### src/rtl/kyber_pkg.sv
// Shared Kyber coefficient-arithmetic constants: modulus, coefficient width and op encoding.
package kyber_pkg;

   localparam int unsigned KYBER_Q = 3329;
   localparam int unsigned COEFF_W = 12;
   localparam int unsigned LANES_DEFAULT = 4;

   localparam logic OP_ADD = 1'b0;
   localparam logic OP_SUB = 1'b1;

endpackage

### src/rtl/mod_addsub_lane.sv
// One lane of the modular add/sub datapath: pre-add feeding S1 and the
// conditional subtract-Q feeding S2. Purely combinational.
module mod_addsub_lane
   import kyber_pkg::*;
#(
   parameter int unsigned W = COEFF_W,
   parameter int unsigned Q = KYBER_Q
) (
   input  logic         op,
   input  logic [W-1:0] a,
   input  logic [W-1:0] b,
   output logic [W:0]   t_c,
   output logic         range_c,
   input  logic [W:0]   t,
   output logic [W-1:0] r_c
);

   localparam logic [W:0] QW = (W+1)'(Q);

   // Subtract is folded into an add of (Q - b) so one adder serves both ops.
   always_comb begin
      t_c     = {1'b0, a} + ((op == OP_SUB) ? (QW - {1'b0, b}) : {1'b0, b});
      range_c = ({1'b0, a} >= QW) || ({1'b0, b} >= QW);
      r_c     = (t >= QW) ? W'(t - QW) : t[W-1:0];
   end

endmodule

### src/rtl/mod_addsub_pipe.sv
// Two-stage, multi-lane modular add/subtract unit (mod Q) with valid/ready on
// both sides and a sticky out-of-range operand flag.
module mod_addsub_pipe
   import kyber_pkg::*;
#(
   parameter int unsigned W     = COEFF_W,
   parameter int unsigned Q     = KYBER_Q,
   parameter int unsigned LANES = LANES_DEFAULT
) (
   input  logic               clk,
   input  logic               rst,
   input  logic               in_valid,
   output logic               in_ready,
   input  logic               in_op,
   input  logic [LANES*W-1:0] in_a,
   input  logic [LANES*W-1:0] in_b,
   output logic               out_valid,
   input  logic               out_ready,
   output logic [LANES*W-1:0] out_data,
   output logic               out_op,
   output logic               range_err
);

   localparam int unsigned TW = W + 1;

   if (Q >= (2 ** W)) begin : g_q_check
      $error("mod_addsub_pipe: Q must be smaller than 2**W");
   end

   logic                   s1_valid;
   logic                   s1_op;
   logic [LANES*TW-1:0]    s1_t;
   logic [LANES*TW-1:0]    t_c;
   logic [LANES*W-1:0]     r_c;
   logic [LANES-1:0]       range_c;
   logic                   s1_adv;
   logic                   s2_adv;
   logic                   in_fire;

   // Stall chain: a stage may load when it is empty or its successor moves.
   always_comb begin
      s2_adv   = !out_valid || out_ready;
      s1_adv   = !s1_valid || s2_adv;
      in_ready = s1_adv && !rst;
      in_fire  = in_valid && in_ready;
   end

   for (genvar i = 0; i < LANES; i++) begin : g_lane
      mod_addsub_lane #(
         .W (W),
         .Q (Q)
      ) u_lane (
         .op      (in_op),
         .a       (in_a[i*W +: W]),
         .b       (in_b[i*W +: W]),
         .t_c     (t_c[i*TW +: TW]),
         .range_c (range_c[i]),
         .t       (s1_t[i*TW +: TW]),
         .r_c     (r_c[i*W +: W])
      );
   end

   always_ff @(posedge clk) begin
      if (rst) begin
         s1_valid  <= 1'b0;
         s1_op     <= 1'b0;
         s1_t      <= '0;
         out_valid <= 1'b0;
         out_op    <= 1'b0;
         out_data  <= '0;
         range_err <= 1'b0;
      end else begin
         if (s1_adv) begin
            s1_valid <= in_fire;
            if (in_fire) begin
               s1_op <= in_op;
               s1_t  <= t_c;
            end
         end
         if (s2_adv) begin
            out_valid <= s1_valid;
            if (s1_valid) begin
               out_op   <= s1_op;
               out_data <= r_c;
            end
         end
         if (in_fire && (|range_c)) begin
            range_err <= 1'b1;
         end
      end
   end

endmodule

### config.mk
export PLATFORM = sky130hd
export DESIGN_NAME = mod_addsub_pipe
export DESIGN_NICKNAME = d
export VERILOG_FILES = /design/src/rtl/kyber_pkg.sv /design/src/rtl/mod_addsub_lane.sv /design/src/rtl/mod_addsub_pipe.sv
export SDC_FILE = /design/constraint.sdc
export NUM_CORES = 1
export LEC_CHECK = 0
export BUFFER_PORTS_ARGS = -buffer_cell sky130_fd_sc_hd__buf_2
export CAP_MARGIN = 5
export CORE_ASPECT_RATIO = 0.7
export CORE_MARGIN = 2
export CORE_UTILIZATION = 40
export CTS_CLUSTER_DIAMETER = 50
export CTS_CLUSTER_SIZE = 40
export DETAILED_ROUTE_END_ITERATION = 10
export PLACE_DENSITY = 0.62
export SETUP_SLACK_MARGIN = 0.15
export SLEW_MARGIN = 20
export SYNTH_ARGS = -nofsm -noshare
export SYNTH_HDL_FRONTEND = slang
export SYNTH_HIERARCHICAL = 1
export SYNTH_SLANG_ARGS = --single-unit
### constraint.sdc
create_clock -name clk -period 3.4 [get_ports clk]
set_input_delay 0.85 -clock clk [delete_from_list [all_inputs] [get_ports clk]]
set_output_delay 0.85 -clock clk [all_outputs]
set_load 0.02 [all_outputs]
==> metrics.txt <==
# TYPE chip_impl_metric gauge
chip_impl_info{name="run_status",value="completed"} 1
chip_impl_metric{name="power.density_cell_area",unit="nW/um^2"} 425
chip_impl_metric{name="first_global_vias",unit=""} 7706
chip_impl_info{name="timing.hold.worst.class",value="reg -> reg"} 1
chip_impl_metric{name="post_route_cells_drive_above_1_share",unit="%"} 22.1
chip_impl_metric{name="drc",unit=""} 0
chip_impl_metric{name="critPathRequiredTime",unit="ps"} 3640
chip_impl_info{name="yosys_most_used_dff",value="sky130_fd_sc_hd__dfxtp_1"} 1
chip_impl_info{name="post-synth-top-area-cell",value="sky130_fd_sc_hd__dfxtp_1"} 1
chip_impl_metric{name="post_synth_edffs",unit=""} 0
chip_impl_metric{name="cts_setup_buffers",unit=""} 0
chip_impl_metric{name="cap_violations",unit=""} 0
chip_impl_metric{name="power.net_switching",unit="mW"} 1.59
chip_impl_metric{name="asyncSetResetFlopFracSynth",unit="%"} 0
chip_impl_metric{name="mean_instance_size_in_the_synthesized_netlist",unit="sq um"} 8.09
chip_impl_metric{name="worst-path-max-fanout",unit=""} 4
chip_impl_metric{name="number_of_instances_in_the_synthesized_netlist",unit=""} 1130
chip_impl_metric{name="static-leakage-power",unit="nW"} 4.76
chip_impl_metric{name="drt-wirelength-per-cell",unit="um"} 15.1
chip_impl_metric{name="cts.clk_slew.worst_paths",unit="ps"} 70
chip_impl_metric{name="finalNonFillerCells",unit=""} 1604
chip_impl_metric{name="drt.antenna.violating_nets",unit=""} 0
chip_impl_metric{name="pwr-share-seq",unit="%"} 34.1
chip_impl_info{name="timing.critical_path.from_type",value="input pin"} 1
chip_impl_metric{name="finalSetupTns",unit="ps"} 0
chip_impl_metric{name="wl",unit="um"} 24300
chip_impl_info{name="timing.setup.critical_path_class",value="in -> reg"} 1
chip_impl_info{name="clock_tree.root_cell",value="sky130_fd_sc_hd__clkbuf_16"} 1
chip_impl_metric{name="antenna_violations_before_repair",unit=""} 2
chip_impl_metric{name="period_minus_slack",unit="ps"} 3080
chip_impl_metric{name="hold_violations",unit=""} 0
chip_impl_metric{name="ys_types",unit=""} 66
chip_impl_metric{name="dp_slack",unit="ps"} 38.5
chip_impl_metric{name="drt_iter0_markers",unit=""} 522
chip_impl_metric{name="slew-limit-headroom",unit="%"} 31.7
chip_impl_metric{name="areaGrowthSynthToFinish",unit="%"} 17.2
chip_impl_metric{name="gp_congestion",unit=""} 0.909
chip_impl_metric{name="final.period_utilization",unit="%"} 90.7
chip_impl_metric{name="place.detailed.instances",unit=""} 1588
chip_impl_info{name="post_synth_main_area_contributors",value="sky130_fd_sc_hd__dfxtp_1, sky130_fd_sc_hd__ha_1, sky130_fd_sc_hd__mux2_4"} 1
chip_impl_metric{name="grt_first_pass_wirelength",unit="um"} 38900
chip_impl_metric{name="share_clk_of_total_power",unit="%"} 24.9
chip_impl_metric{name="rrSetupSlack",unit="ps"} 1100
chip_impl_metric{name="dieWidth",unit="um"} 185
chip_impl_metric{name="place.port_buffers",unit=""} 152
chip_impl_metric{name="detailedPlacementHpwl",unit="um"} 18600
chip_impl_metric{name="placedInstanceArea",unit="sq um"} 10400
chip_impl_metric{name="timing.final.setup_violations",unit=""} 0
chip_impl_metric{name="fp.dieArea",unit="sq um"} 24100
chip_impl_metric{name="synth.top_cell.area_share",unit="%"} 23.0
chip_impl_metric{name="finish.net_count",unit=""} 1456
chip_impl_metric{name="globalRoute.totalOverflow",unit=""} 0
chip_impl_metric{name="warnings_synthesis",unit=""} 6
chip_impl_metric{name="power.switching_fraction",unit="%"} 34.9
chip_impl_metric{name="fp.coreArea",unit="sq um"} 22600
chip_impl_metric{name="clock_tree.htree_level_count",unit=""} 3
chip_impl_metric{name="grt_start_max_net_pins",unit=""} 55
chip_impl_metric{name="numClockSinks",unit=""} 105
chip_impl_metric{name="synthesized_flop_and_latch_total",unit=""} 105
chip_impl_info{name="tritoncts",value="built"} 1
chip_impl_metric{name="cts_hold_buf",unit=""} 0
chip_impl_metric{name="synth.net_count",unit=""} 1299
chip_impl_metric{name="clock.fmax",unit="MHz"} 324
chip_impl_metric{name="combinationalPowerShare",unit="%"} 41.1
chip_impl_metric{name="skew",unit="ps"} 6.86
chip_impl_metric{name="report.power.total",unit="mW"} 4.55
chip_impl_metric{name="max_slew_violation_count",unit=""} 0
chip_impl_metric{name="vdd.ir_drop.worst",unit="uV"} 236
chip_impl_metric{name="intPower",unit="mW"} 2.96
chip_impl_metric{name="synth_sequential_area_ratio",unit="%"} 23.0
chip_impl_metric{name="drt-vias-per-instance",unit=""} 5.30
chip_impl_metric{name="routed-via-count",unit=""} 8496
chip_impl_metric{name="tritoncts.num_buffers",unit=""} 9
chip_impl_metric{name="placementRows",unit=""} 46
chip_impl_metric{name="floorplan.die.height",unit="um"} 130
chip_impl_metric{name="grt_usage",unit="%"} 19.9
chip_impl_info{name="grt_setup_unrepaired",value="no"} 1
chip_impl_metric{name="floorplan.initialDensity",unit="%"} 40.5
chip_impl_metric{name="boundaryPins",unit=""} 153
chip_impl_info{name="cp-end-kind",value="register"} 1
chip_impl_metric{name="critical_path_arrival",unit="ps"} 3330
chip_impl_metric{name="drt_first_pass_iters",unit=""} 5
chip_impl_metric{name="final_cell_area",unit="sq um"} 10700
chip_impl_metric{name="final_critical_path_setup_slack",unit="ps"} 316
chip_impl_metric{name="clk-insertion-delay-late",unit="ps"} 350
chip_impl_metric{name="cts.path.max_buffers",unit=""} 2
chip_impl_metric{name="mappedNetlistArea",unit="sq um"} 9140
chip_impl_metric{name="worstMarginPinSlew",unit="ps"} 1020
-- worst max-delay path: stages --
cell and delay (ps):
sky130_fd_sc_hd__buf_2 100, sky130_fd_sc_hd__inv_1 70, sky130_fd_sc_hd__ha_1 240, sky130_fd_sc_hd__nand2b_1 170, sky130_fd_sc_hd__xnor2_1 130, sky130_fd_sc_hd__ha_1 330
sky130_fd_sc_hd__o21ai_0 120, sky130_fd_sc_hd__o21ai_0 490, sky130_fd_sc_hd__buf_4 220, sky130_fd_sc_hd__a21oi_1 50, sky130_fd_sc_hd__mux2i_1 140, sky130_fd_sc_hd__o2111ai_1 140
sky130_fd_sc_hd__mux2_4 280
-- placed cells by master (no fill, tap or decap), types with 18 or more instances in the layout --
cell / netlist / layout
sky130_fd_sc_hd__nand3_1: 84 / 84
sky130_fd_sc_hd__xor2_1: 24 / 24
sky130_fd_sc_hd__dfxtp_1: 105 / 104
sky130_fd_sc_hd__nor3_1: 30 / 30
sky130_fd_sc_hd__nand2b_1: 19 / 18
sky130_fd_sc_hd__buf_2: 3 / 151
sky130_fd_sc_hd__nor2_1: 54 / 54
sky130_fd_sc_hd__mux2_4: 49 / 49
sky130_fd_sc_hd__buf_4: 0 / 41
sky130_fd_sc_hd__o21ai_0: 91 / 91
sky130_fd_sc_hd__nor2b_1: 63 / 63
sky130_fd_sc_hd__nand2_1: 60 / 60
sky130_fd_sc_hd__inv_1: 44 / 44
sky130_fd_sc_hd__a21oi_1: 99 / 99
sky130_fd_sc_hd__xnor2_1: 78 / 78
sky130_fd_sc_hd__nor4_1: 19 / 19
sky130_fd_sc_hd__ha_1: 64 / 64
-- layout make-up --
cell class | instances | area [sq um]
Fill cell | 2257 | 11800
Multi-Input combinational cell | 933 | 6630
Sequential cell | 105 | 2100
Timing Repair Buffer | 194 | 1100
Tap cell | 312 | 390
Clock buffer | 11 | 253
Inverter | 44 | 165
Clock inverter | 3 | 65.1
Antenna cell | 2 | 5.00
-- state kept, by name, summed over array words and instances, names as in the netlist --
signal,cells
s1_op,1
s1_valid,1
out_op,1
out_valid,1
range_err,1
out_data,48
s1_t,52
-- power groups by stage --
stage                     combinational, mW  sequential [mW]  clock [mW]
after floorplan                        1.34             1.58           0
after detailed placement               1.85             1.58           0
final                                  1.87             1.55        1.13
after CTS                              1.86             1.55        1.16
after global routing                   2.08             1.57        1.21
after global placement                 1.83             1.57           0
-- metrics by stage --
step | hold WS, ps | utilization, %
finish | 462 | 47.5
global route | 497 | 47.5
global placement | 456 | 46.0
CTS | 468 | 47.4
floorplan | 439 | -
detailed placement | 459 | 46.0
-- kinds of logic after synthesis --
kind of cell,after synthesis,share of synthesized area (%)
AOI/OAI and AO/OA,303,20.1
xor gates and xnor gates,102,9.78
adders and majority gates,68,9.64
buffers and inverters,92,4.57
DFF,105,23.0
muxes,59,9.23
and+or+nand+nor,401,23.7
-- routing by layer --
| metal | up-vias | global-route usage (%) | part of all wire [%] |
|---|---|---|---|
| li1 | 4395 | - | - |
| met1 | 3886 | 29.6 | 53 |
| met2 | 197 | 30.2 | 41 |
| met3 | 18 | 2.88 | 4.5 |
| met4 | 0 | 4.62 | 1.4 |
| met5 | - | 0 | 0 |
-- timing repair --
| item | CTS | global route |
|---|---|---|
| endpoints found under the setup margin | 0 | 1 |
| endpoints found under the hold margin | 0 | 0 |
| gates resized for setup | 0 | 1 |
-- final timing paths --
kind              cells after the start      endpoint      from
setup / recovery                     13      s1_t[24]  in_b[13]
hold / removal                        2        out_op     s1_op
setup reg to reg                      7  out_data[38]  s1_t[43]
hold reg to reg                       2        out_op     s1_op
-- synth_stat cells (13+ instances only) --
cell type and instances:
sky130_fd_sc_hd__a21oi_1 99, sky130_fd_sc_hd__xor2_1 24, sky130_fd_sc_hd__and3_1 13, sky130_fd_sc_hd__clkbuf_1 27, sky130_fd_sc_hd__ha_1 64, sky130_fd_sc_hd__xnor2_1 78, sky130_fd_sc_hd__dfxtp_1 105, sky130_fd_sc_hd__nor2b_1 63
sky130_fd_sc_hd__nand2_1 60, sky130_fd_sc_hd__o21ai_0 91, sky130_fd_sc_hd__nand2b_1 19, sky130_fd_sc_hd__nor3_1 30, sky130_fd_sc_hd__nand3_1 84, sky130_fd_sc_hd__inv_1 44, sky130_fd_sc_hd__nor4_1 19, sky130_fd_sc_hd__a21o_1 16
sky130_fd_sc_hd__nor2_1 54, sky130_fd_sc_hd__mux2_4 49
(Power assumes the default switching activity.)
